<file path="src/rtl/rom_to_ram_dma.sv">
// rom_to_ram_dma
//
// Restartable block-copy engine between a synchronous image ROM and a
// frame-buffer RAM write port. In copy mode it streams `length` words from
// ROM[src_base..] into RAM[dst_base..] at one word per clock. In fill mode
// it writes `fill_value` into RAM[dst_base..] for `length` words. All
// transfer parameters are captured on the accepting start edge, and address
// arithmetic wraps modulo 2^ADDR_W.
//
// Parameters:
//   DATA_W   word width of ROM and RAM data
//   ADDR_W   ROM/RAM address width
//   ROM_LAT  ROM read latency in clock edges (1..4)
//
// Ports:
//   clk         clock, all logic on the rising edge
//   reset       asynchronous, active-low reset
//   start       transfer request, honoured only while idle
//   mode        0 = copy ROM->RAM, 1 = fill RAM with fill_value
//   src_base    first ROM address
//   dst_base    first RAM address
//   length      number of words to transfer, 0..2^ADDR_W
//   fill_value  word written in fill mode
//   rom_addr    registered ROM read address
//   rom_data    ROM read data, ROM_LAT edges behind rom_addr
//   ram_wraddr  registered RAM write address
//   ram_data    registered RAM write data
//   ram_wren    registered RAM write enable
//   busy        high from an accepted start until completion
//   done        sticky completion flag, cleared by the next accepted start

module rom_to_ram_dma #(
  parameter int DATA_W  = 8,
  parameter int ADDR_W  = 19,
  parameter int ROM_LAT = 1
) (
  input  logic              clk,
  input  logic              reset,
  input  logic              start,
  input  logic              mode,
  input  logic [ADDR_W-1:0] src_base,
  input  logic [ADDR_W-1:0] dst_base,
  input  logic [ADDR_W:0]   length,
  input  logic [DATA_W-1:0] fill_value,
  output logic [ADDR_W-1:0] rom_addr,
  input  logic [DATA_W-1:0] rom_data,
  output logic [ADDR_W-1:0] ram_wraddr,
  output logic [DATA_W-1:0] ram_data,
  output logic              ram_wren,
  output logic              busy,
  output logic              done
);

  // One tag stage per ROM latency edge, plus the stage that holds the
  // address being presented to the ROM right now.
  localparam int DEPTH = ROM_LAT + 1;

  localparam logic [ADDR_W:0]   LEN_ONE  = 1;
  localparam logic [ADDR_W-1:0] ADDR_ONE = 1;

  typedef enum logic [1:0] {
    IDLE,
    ISSUE,
    DRAIN
  } state_t;

  state_t state, state_next;

  // Captured transfer parameters and progress counters
  logic              mode_reg;
  logic [DATA_W-1:0] fill_reg;
  logic [ADDR_W:0]   remain;     // words still to issue after the current one
  logic [ADDR_W-1:0] dst_next;   // destination of the next word to issue

  // Valid tags and their destination addresses, stage 0 = just issued
  logic [DEPTH-1:0]  vld;
  logic [DEPTH-1:0]  vld_next;
  logic [ADDR_W-1:0] dst_pipe [DEPTH];

  logic              accept;
  logic              issue;
  logic              finish;
  logic              wr_fire;
  logic [ADDR_W-1:0] wr_addr;
  logic [DATA_W-1:0] wr_data;

  // --------------------------------------------------------------------
  // Next-state and control decode
  // --------------------------------------------------------------------
  always_comb begin
    state_next = state;
    accept     = 1'b0;
    issue      = 1'b0;
    finish     = 1'b0;
    vld_next   = '0;
    wr_fire    = 1'b0;
    wr_addr    = '0;
    wr_data    = '0;

    accept = (state == IDLE) && start;
    issue  = (state == ISSUE) && (remain != '0);
    // The pipeline being empty in DRAIN means the final write has just
    // been presented for one cycle.
    finish = (state == DRAIN) && (vld == '0);

    case (state)
      IDLE: begin
        // A zero-length request completes on the accepting edge itself.
        if (start && (length != '0)) begin
          state_next = ISSUE;
        end
      end
      ISSUE: begin
        // remain <= 1 means this cycle issues the last word (or none is left
        // when the whole run was a single word issued on the start edge).
        if (remain[ADDR_W:1] == '0) begin
          state_next = DRAIN;
        end
      end
      DRAIN: begin
        if (vld == '0) begin
          state_next = IDLE;
        end
      end
      default: begin
        state_next = IDLE;
      end
    endcase

    // The first word is issued on the accepting edge, the rest in ISSUE.
    vld_next[0] = accept ? (length != '0) : issue;
    // Fill mode writes straight from stage 0, so its tags are not carried
    // further; this keeps stale tags from reaching the tail of a later copy.
    for (int i = 1; i < DEPTH; i++) begin
      vld_next[i] = mode_reg ? 1'b0 : vld[i-1];
    end

    if (mode_reg) begin
      wr_fire = vld[0];
      wr_addr = dst_pipe[0];
      wr_data = fill_reg;
    end else begin
      wr_fire = vld[DEPTH-1];
      wr_addr = dst_pipe[DEPTH-1];
      wr_data = rom_data;
    end
  end

  // --------------------------------------------------------------------
  // State register
  // --------------------------------------------------------------------
  always_ff @(posedge clk or negedge reset) begin
    if (!reset) begin
      state <= IDLE;
    end else begin
      state <= state_next;
    end
  end

  // --------------------------------------------------------------------
  // Datapath, tag pipeline and status flags
  // --------------------------------------------------------------------
  always_ff @(posedge clk or negedge reset) begin
    if (!reset) begin
      mode_reg   <= 1'b0;
      fill_reg   <= '0;
      remain     <= '0;
      dst_next   <= '0;
      vld        <= '0;
      for (int i = 0; i < DEPTH; i++) begin
        dst_pipe[i] <= '0;
      end
      rom_addr   <= '0;
      ram_wraddr <= '0;
      ram_data   <= '0;
      ram_wren   <= 1'b0;
      busy       <= 1'b0;
      done       <= 1'b0;
    end else begin
      vld <= vld_next;
      for (int i = 1; i < DEPTH; i++) begin
        dst_pipe[i] <= dst_pipe[i-1];
      end

      if (accept) begin
        mode_reg    <= mode;
        fill_reg    <= fill_value;
        rom_addr    <= src_base;
        remain      <= length - LEN_ONE;
        dst_pipe[0] <= dst_base;
        dst_next    <= dst_base + ADDR_ONE;
        busy        <= (length != '0);
        done        <= (length == '0);
      end else if (issue) begin
        // The ROM address only advances in copy mode; fill holds it.
        if (!mode_reg) begin
          rom_addr <= rom_addr + ADDR_ONE;
        end
        remain      <= remain - LEN_ONE;
        dst_pipe[0] <= dst_next;
        dst_next    <= dst_next + ADDR_ONE;
      end

      if (finish) begin
        busy <= 1'b0;
        done <= 1'b1;
      end

      // Address and data hold their last values whenever nothing is written.
      ram_wren <= wr_fire;
      if (wr_fire) begin
        ram_wraddr <= wr_addr;
        ram_data   <= wr_data;
      end
    end
  end

endmodule
</file>
<file path="config.mk">
export PLATFORM = sky130hd
export DESIGN_NAME = rom_to_ram_dma
export DESIGN_NICKNAME = d
export VERILOG_FILES = /design/src/rtl/rom_to_ram_dma.sv
export SDC_FILE = /design/constraint.sdc
export NUM_CORES = 1
export LEC_CHECK = 0
export BUFFER_PORTS_ARGS = -buffer_cell sky130_fd_sc_hd__buf_2
export CAP_MARGIN = 10
export CORE_MARGIN = 4
export CORE_UTILIZATION = 57
export CTS_CLUSTER_DIAMETER = 50
export CTS_CLUSTER_SIZE = 10
export DETAILED_ROUTE_END_ITERATION = 8
export PLACE_DENSITY = 0.89
export RECOVER_POWER = 25
export SLEW_MARGIN = 40
export SYNTH_ARGS = -nofsm -noshare
export SYNTH_HDL_FRONTEND = slang
export SYNTH_SLANG_ARGS = --single-unit
</file>
<file path="constraint.sdc">
create_clock -name clk -period 4.6 [get_ports clk]
set_input_delay 0.23 -clock clk [delete_from_list [all_inputs] [get_ports clk]]
set_output_delay 0.23 -clock clk [all_outputs]
set_load 0.01 [all_outputs]
</file>
==> metrics.txt, run 1 <==
result of the run=finished, violations left; failing checks=capacitance limit, slew limit; Crit Reg-Reg Startpoint=state[0]; cts repair resizes=0; crit path cell chain=or3b_4, buf_4, nand2_1, nand2_1, ha_1, o21ai_1, nor3b_2, a21boi_0, nor4_1; setup ws final=~1.2 ns; HP Start=mode; cell row count=41; fmax=0.292 GHz; Die ar.=15100 um2; DR DRC count=0; setup TNS=0 ns; mapped cell area=7510 um2; CTS tree=yes; Setup WS pre-CTS=1.21 ns; cell at the slowest stage of the critical path=buf_4; max-cap viol count=1; # setup viols final=0; Port Buffers=126; worst hold path class=primary input to register; worst-path fanout max=64; FILL cells=945; P&R area growth vs syn=18.7%; CTS Root Cell=clkbuf_16; Wirelength per Cell=17.5 um; TritonRoute pass-1 iters=5; worst-margin pin slew=~1.9 ns; Syn Area/Cell=9.08 um2; Final nets=just over 1000; GRT Residual Overflow=0; Post-synth EDFFs=0; clock buffer depth=2; RSZ-0062 raised after global routing=no; Num CTS Buffers=17; number of synthesis warnings=0; GRT Util Overall=26.7%; CTS sink cnt=~140; Via Count=between 6000 and 7000; Top reg by flops=dst_pipe; Synth area leader=dfrtp_1; syn nets=approximately 900; share of cells above drive strength 1=20.5%; Final Hold Vio Count=0; largest net degree at the start of global routing=123; via/cell ratio=6.09; Routability Congestion=0.872; initial core utilization=58.8%; antenna violations before repair=2; ys flop type=dfrtp_1; Die Ht=123 um; worst skew pair latency=0.42 ns; drt total wl=19.7 mm; worst hold path endpoint=mode_reg; Distinct cells, synth=74; Tot Pwr=around 5.7 mW; Reg2Reg Depth=9; Final Skew=between 0.007 and 0.008 ns; clock-pin slew on the worst setup and hold paths=about 0.06 ns; first-pass GRT wire length=32.0 mm; Slew HR=-26.5%; asr flop ratio synth=100%; worst r2r dst=dst_next[18]; max reg flops=38; final core occ=between 60 and 70%; Yosys top cell area share=roughly 46%; Worst R2R Setup Slack=1.17 ns; H-tree depth=4; Most Frequent Cell on Critical Path=nand2_1; Leak=3.82 nW; WS Path Type=register to register; Setup Fix Bufs, Post-CTS=0; post-route minimum period=about 3.4 ns; dpl hpwl=12.8 mm; fin. max-slew vios=77; Critical Path End Type=register; P per Cell Area=around 630 nW/um2; Syn Inst Count=828; Core ar.=12800 um2; Critical Path Max Stage Delay=0.60 ns; register area share after synthesis=46.3%; Worst Setup Start Kind=register; synth top area cells=dfrtp_1, nand2_1, mux2i_1, o21ai_0, nor2_1; maximum VDD drop=0.339 mV; CP arrival=3.73 ns; IO Count=127; Iteration-0 DRC Markers=560; vias in the first global route=6601; #FFs+latches synth=139; Final ANT Viol Nets=0; Min-Delay Path Depth=3; Final Cycle Share=74.5%; Largest regs=dst_pipe (38), remain (20); die span in x=123 um; required time worst endpoint=4.91 ns
## metal layers
metal | wire length (um) | global-route usage (%) | vias up
met5 | 21 | 0 | -
met4 | 405 | 9.80 | 4
met3 | 1170 | 5.76 | 55
met2 | 10200 | 44.9 | 255
met1 | 7950 | 34.0 | 3316
li1 | - | - | 3225
## timing repair
item | CTS | global route
hold buffers | 6 | 0
endpoints found under the hold margin | 105 | 0
setup endpoints to repair | 0 | 0
## cells by family (layout without fill, tap and decap cells)
kind of cell	Yosys count	in the layout	share of synthesized area (%)
AO/OA/AOI/OAI	215	215	18.4
XOR/XNOR	25	25	2.91
adder cells (fa/ha/maj)	3	3	0.500
buffers and inverters	55	180	3.28
flip-flops	139	139	46.3
multiplexers	45	45	6.06
other	0	1	0
AND/OR/NAND/NOR	346	346	22.5
## synthesized netlist by cell type (3+ instances only)
library cell,number
a21o_1,8
o21ai_1,3
xor2_1,17
nor3_1,22
nor4_1,8
a31oi_1,16
buf_1,4
o32ai_1,4
nand2_1,138
and2_1,7
and3_1,10
mux2_2,4
nand4_1,15
clkbuf_1,25
or3_1,14
o21bai_1,5
nand2b_1,6
mux2i_1,41
dfrtp_1,139
o2bb2ai_1,3
or2_2,3
xnor2_1,8
a211oi_1,17
or4_1,7
inv_1,8
a21oi_1,37
ha_1,3
nand3_1,13
o21ai_0,76
o211ai_1,3
o22ai_1,11
buf_2,14
nor2_1,78
## cell type report
type | count | area (um2) | area share, %
timing repair buffer | 140 | 759 | 8.51
inverter | 8 | 30.0 | 0.337
sequential | 139 | 3480 | 39.0
clock inverter | 12 | 161 | 1.81
tap | 172 | 215 | 2.41
clock buffer | 20 | 447 | 5.01
antenna | 1 | 2.50 | 0.0280
multi-input combinational | 634 | 3830 | 42.9
## power by group
group / internal [mW] / switching [mW] / total [mW] / leakage [nW]
Clock: 0.872 / 0.539 / 1.41 / 0.288
Sequential: 1.82 / 0.594 / 2.42 / 1.67
Combinational: 0.812 / 1.01 / 1.82 / 1.86
Total: 3.51 / 2.14 / 5.65 / 3.82
## worst max-delay path: cells and delay by family (launching register included)
family / cells / cell delay (ns)
AOI/OAI and AO/OA: 2 / 0.43
adders and majority gates: 1 / 0.27
and+or+nand+nor: 5 / 1.46
buffers and inverters: 1 / 0.60
DFF: 1 / 0.53
## worst max path at each step
stage               startpoint           end  slack (ns)  depth (start not counted)
global route             reset      mode_reg        0.50                          3
detailed placement    state[0]  dst_next[18]        1.21                          9
finish                state[0]  dst_next[18]        1.17                          9
floorplan             state[0]    remain[14]        0.96                         14
global placement      state[0]  dst_next[18]        1.40                          9
CTS                   state[0]  dst_next[18]        1.20                          9
## metrics by stage
step / std cells / cell area [um2] / hold slack [ns]
global placement: 1086 / 8250 / 0.388
floorplan: 828 / 7510 / -0.0656
detailed placement: 1086 / 8260 / 0.326
CTS: 1124 / 8930 / 0.0000534
finish: 1126 / 8920 / 0.00939
global route: 1125 / 8920 / 0.00312
## placed cells by master, fill, tap and decap left out, types with 17 or more instances in the layout
master and count:
nand2_1 138, dfrtp_1 138, buf_2 125, nor2_1 78, o21ai_0 76, mux2i_1 40
a21oi_1 36, nor3_1 22, xor2_1 17, clkbuf_16 17
Power figures use the tool's default switching activity.
==> run 2: changes to the inputs <==
==> constraint.sdc (replaced) <==
create_clock -name clk -period 3.3 [get_ports clk]
set_input_delay 0.165 -clock clk [delete_from_list [all_inputs] [get_ports clk]]
set_output_delay 0.165 -clock clk [all_outputs]
set_load 0.01 [all_outputs]
==> run 2 against run 1 <==
The run still ends with capacitance limit, slew limit left. Routed wire length up 2.8%. Hold slack improved by 0.019 ns. Sequential power is 36% higher. Register-to-register slack got worse by 0.81 ns. Clock skew up 0.0032 ns. Clock power grew 38%. Critical path depth is the same. Global-route usage increased by 0.77 points. Sequential cell count stayed put. Utilization is 2.4 points higher. Total power up 40%. Sequential share of layout area down 1.3 points.
==> metrics.txt, run 2 (synthesized netlist as in run 1, its figures left out) <==
result of the run=finished, violations left; failing checks=capacitance limit, slew limit; WS Path Type=register to register; Setup WS pre-CTS=0.503 ns; Final Hold Vio Count=0; worst skew pair latency=0.42 ns; initial core utilization=58.8%; via/cell ratio=6.06; IO Count=127; setup ws final=approximately 0.36 ns; # setup viols final=0; fmax=0.340 GHz; TritonRoute pass-1 iters=5; required time worst endpoint=~3.6 ns; max-cap viol count=1; largest net degree at the start of global routing=roughly 120; cell row count=41; Num CTS Buffers=17; most common cell after layout, fill and taps aside=nand2_1; placed cell areas=~8300 um2; Final Skew=about 0.011 ns; CTS sink cnt=around 140; Largest regs=dst_pipe (38), remain (20); DR DRC count=0; Top reg by flops=dst_pipe; Die Ht=~120 um; Routability Congestion=0.945; Reg2Reg Depth=9; Min-Delay Path Depth=3; maximum VDD drop=0.568 mV; clock buffer depth=2; vias in the first global route=6711; P per Cell Area=858 nW/um2; Die ar.=15100 um2; setup TNS=0 ns; Worst Setup Start Kind=register; H-tree depth=4; worst-path fanout max=77; GRT Util Overall=between 20% and 30%; worst hold path class=primary input to register; Leak=3.96 nW; Via Count=6983; Slew HR=-39.8%; Port Buffers=126; clock-pin slew on the worst setup and hold paths=roughly 0.07 ns; most frequent cells in the layout=nand2_1, dfrtp_1, buf_2; post-route minimum period=between 2 and 3 ns; Final Cycle Share=89.0%; CTS tree=yes; drt total wl=20.3 mm; die span in x=123 um; CTS Root Cell=clkbuf_16; fin. max-slew vios=84; CP arrival=3.23 ns; P&R area growth vs syn=22.7%; post-route cell area=roughly 9200 um2; dpl hpwl=between 10 and 15 mm; Core ar.=between 10000 and 15000 um2; RSZ-0062 raised after global routing=no; cts repair resizes=0; antenna violations before repair=3; Final ANT Viol Nets=0; Final nets=around 1000; Critical Path End Type=register; worst-margin pin slew=roughly 2.1 ns; first-pass GRT wire length=32.9 mm; GRT Residual Overflow=0; max reg flops=38; antenna cells=0; Iteration-0 DRC Markers=just under 600; Wirelength per Cell=~18 um; share of cells above drive strength 1=about a fifth
==> run 2: cell count changes in the layout (fill, tap and decap cells not counted), sizes merged, moves of 2 or more <==
cell / previous run / this run
clkinvlp: 3 / 1
dlygate4sd3: 6 / 29
clkbuf: 22 / 19
inv: 11 / 15
buf: 132 / 137
==> run 2: cell type report <==
class	instances	area (um2)
Tap cell	172	215
Clock inverter	14	155
Timing Repair Buffer	167	1070
Clock buffer	18	439
Multi-Input combinational cell	634	3830
Sequential cell	139	3480
Inverter	8	30.0
Fill cell	902	3550
==> run 2: worst max-delay path: stages, from the launching register on <==
cell and delay [ns]:
dfrtp_1 0.54, or3b_4 0.22, buf_12 0.31, nand2_1 0.12, nand2_1 0.09, ha_1 0.28
o21ai_1 0.28, nor3b_2 0.41, a21boi_0 0.15, nor4_1 0.38
==> run 2: power breakdown <==
part | internal, mW | switching [mW] | leakage [nW]
clock network | 1.15 | 0.799 | 0.294
registers | 2.54 | 0.763 | 1.67
logic | 1.17 | 1.49 | 2.00
==> run 2: path summary, 6_finish.rpt <==
check / startpoint / to / slack (ns)
setup / recovery: state[0] / dst_next[18] / 0.36
min in group asynchronous: reset / ram_data[4] / 0.89
hold / removal: rom_data[1] / ram_data[1] / 0.03
max in group asynchronous: reset / state[1] / 1.03
setup reg to reg: state[0] / dst_next[18] / 0.36
hold reg to reg: dst_pipe[23] / dst_pipe[4] / 0.41
==> run 2: metrics by stage <==
| stage | hold slack, ns | total power, mW | cells | utilization (%) |
|---|---|---|---|---|
| floorplan | -0.131 | 4.91 | 828 | - |
| global placement | 0.275 | 5.67 | 1090 | 65.1 |
| detailed placement | 0.272 | 5.86 | 1091 | 65.3 |
| CTS | 0.0206 | 7.88 | 1152 | 72.3 |
| global route | 0.0325 | 8.43 | 1152 | 72.2 |
| finish | 0.0284 | 7.91 | 1152 | 72.2 |
==> run 2: repair_timing <==
item,4_1_cts,5_1_grt
hold endpoints to repair,111,0
hold buffers,29,0
buffers inserted,0,0
==> run 2: metal layers <==
metal / global-route usage, % / part of all wire (%) / up-vias
li1: - / - / 3270
met1: 35.3 / 41 / 3343
met2: 45.2 / 50 / 310
met3: 6.45 / 6.7 / 54
met4: 10.7 / 2.5 / 6
met5: 0 / 0.19 / -
==> run 3: changes to the inputs <==
--- a/config.mk
+++ b/config.mk
@@ -14,6 +14,7 @@
 export DETAILED_ROUTE_END_ITERATION = 8
 export PLACE_DENSITY = 0.89
 export RECOVER_POWER = 25
+export SETUP_SLACK_MARGIN = 0.4
 export SLEW_MARGIN = 40
 export SYNTH_ARGS = -nofsm -noshare
 export SYNTH_HDL_FRONTEND = slang
==> run 3 against run 2 <==
The flow still finishes with violations (capacitance limit, slew limit). Total power is 0.79% lower. Clock-buffer cell count grew 1. Critical path type unchanged. Largest power group unchanged. Via count up 1.5%. Clock skew hardly changed. Routed wire length grew 1.7%. First-iteration DRC count shrank 7.7%. Highest routed layer unchanged. Critical endpoint is now remain[16]. Utilization rose by 0.28 points.
==> metrics.txt, run 3 (synthesized netlist as in run 1, its figures left out) <==
Top delay family on crit path=simple AND/OR/NAND/NOR gates; TritonRoute pass-1 iters=5; largest net degree at the start of global routing=75; # setup viols final=0; worst-path fanout max=10; vias in the first global route=6876; fin. max-slew vios=74; Routability Congestion=approximately 0.9; post-route minimum period=2.77 ns; Final nets=1051; failing checks=capacitance limit, slew limit; clock buffer depth=2; P&R area growth vs syn=23.2%; P_sw=3.04 mW; Die ar.=15100 um2; IO Count=approximately 130; max-cap viol count=1; most common cell after layout, fill and taps aside=nand2_1; Reg power frac=41.9%; result of the run=finished, violations left; drt total wl=20.6 mm; maximum VDD drop=0.570 mV; worst hold path class=primary input to register; WS Path Type=register to register; Clk pwr share=23.9%; Slew HR=-32.0%; DR DRC count=0; crit path cell chain=or3b_4, mux2i_1, ha_2, inv_2, or4_4, o22a_4, o32ai_2, o21ai_1, a21oi_1; Final Cycle Share=between 80% and 90%; antenna cells=0; via/cell ratio=6.14; Final Hold Vio Count=0; Leak=3.98 nW; Num CTS Buffers=17; die span in x=approximately 120 um; dpl hpwl=about 13 mm; non-filler cells, final=between 1000 and 1500; H-tree depth=4; fmax=around 0.36 GHz; cell row count=41; logic gate share of total power=34.2%; required time worst endpoint=around 3.6 ns; CTS sink cnt=roughly 140; Iteration-0 DRC Markers=543; CTS tree=yes; share of cells above drive strength 1=21.5%; Critical Path End Type=register; CP arrival=3.11 ns; Wirelength per Cell=17.8 um; worst-margin pin slew=1.98 ns; Core ar.=12800 um2; worst skew pair latency=0.43 ns; switching share of power=38.7%; Via Count=7088; setup TNS=0 ns; GRT Util Overall=27.8%; P per Cell Area=848 nW/um2; first-pass GRT wire length=between 30 and 40 mm; WP buf/inv=1; Critical Path Max Stage Delay=roughly 0.56 ns; P_int=4.81 mW; Worst Setup Start Kind=register; Placed Cells=1092; Port Buffers=126; Top reg by flops=dst_pipe; RSZ-0062 raised after global routing=no; Final Skew=0.0108 ns; cell at the slowest stage of the critical path=or4_4; most frequent cells in the layout=nand2_1, dfrtp_1, buf_2; Final ANT Viol Nets=0; GRT Residual Overflow=0; antenna violations before repair=2; CTS Root Cell=clkbuf_16; clock-pin slew on the worst setup and hold paths=0.06 ns; Die Ht=123 um; Tot Pwr=7.85 mW; initial core utilization=between 50% and 60%; Largest regs=dst_pipe (38), remain (20); max reg flops=38
## run 3: tightest hold or removal path: cells and delay by family
kind | cells | cell delay [ns]
buffers and inverters | 1 | 0.08
AOI/OAI and AO/OA | 1 | 0.13
muxes | 1 | 0.05
## run 3: worst paths after layout
check / cells past startpoint / slack, ns / start / end
setup reg to reg: 9 / 0.53 / state[1] / remain[16]
hold reg to reg: 0 / 0.40 / dst_pipe[29] / dst_pipe[10]
max in group asynchronous: 2 / 1.15 / reset / state[1]
hold / removal: 3 / 0.03 / rom_data[1] / ram_data[1]
min in group asynchronous: 2 / 0.80 / reset / ram_data[3]
setup / recovery: 9 / 0.53 / state[1] / remain[16]
## run 3: power by group through the flow
stage	Sequential, mW	Clock [mW]	Combinational [mW]
after floorplan	3.22	0	1.70
after global placement	3.22	0	2.47
after detailed placement	3.28	0	2.60
after CTS	3.27	1.89	2.65
after global routing	3.39	1.96	3.01
final	3.29	1.88	2.68
## run 3: timing repair
item / in CTS / in global routing
gates resized for setup: 0 / 4
setup endpoints to repair: 0 / 8
buffers inserted: 0 / 2
endpoints found under the hold margin: 101 / 0
hold buffers: 29 / 0
## run 3: metal layers
layer | part of all wire (%) | global-route usage [%]
met1 | 39 | 34.1
met3 | 6.8 | 6.59
met4 | 2.8 | 11.3
met2 | 51 | 47.0
met5 | 0.16 | 0
## run 3: metrics by stage
stage | setup WS, ns | instance area, um2 | utilization [%] | hold slack, ns
detailed placement | 0.508 | 8360 | 65.5 | 0.249
CTS | 0.495 | 9230 | 72.3 | 0.0154
global route | 0.369 | 9260 | 72.5 | 0.0341
finish | 0.533 | 9260 | 72.5 | 0.0262
global placement | 0.609 | 8330 | 65.2 | 0.244
floorplan | 0.117 | 7580 | - | -0.131
## run 3: cell type report
type / instances / area [um2]
Fill cell: 887 / 3510
Clock inverter: 13 / 128
Sequential cell: 139 / 3480
Tap cell: 172 / 215
Inverter: 8 / 30.0
Clock buffer: 19 / 453
Multi-Input combinational cell: 634 / 3860
Timing Repair Buffer: 170 / 1090
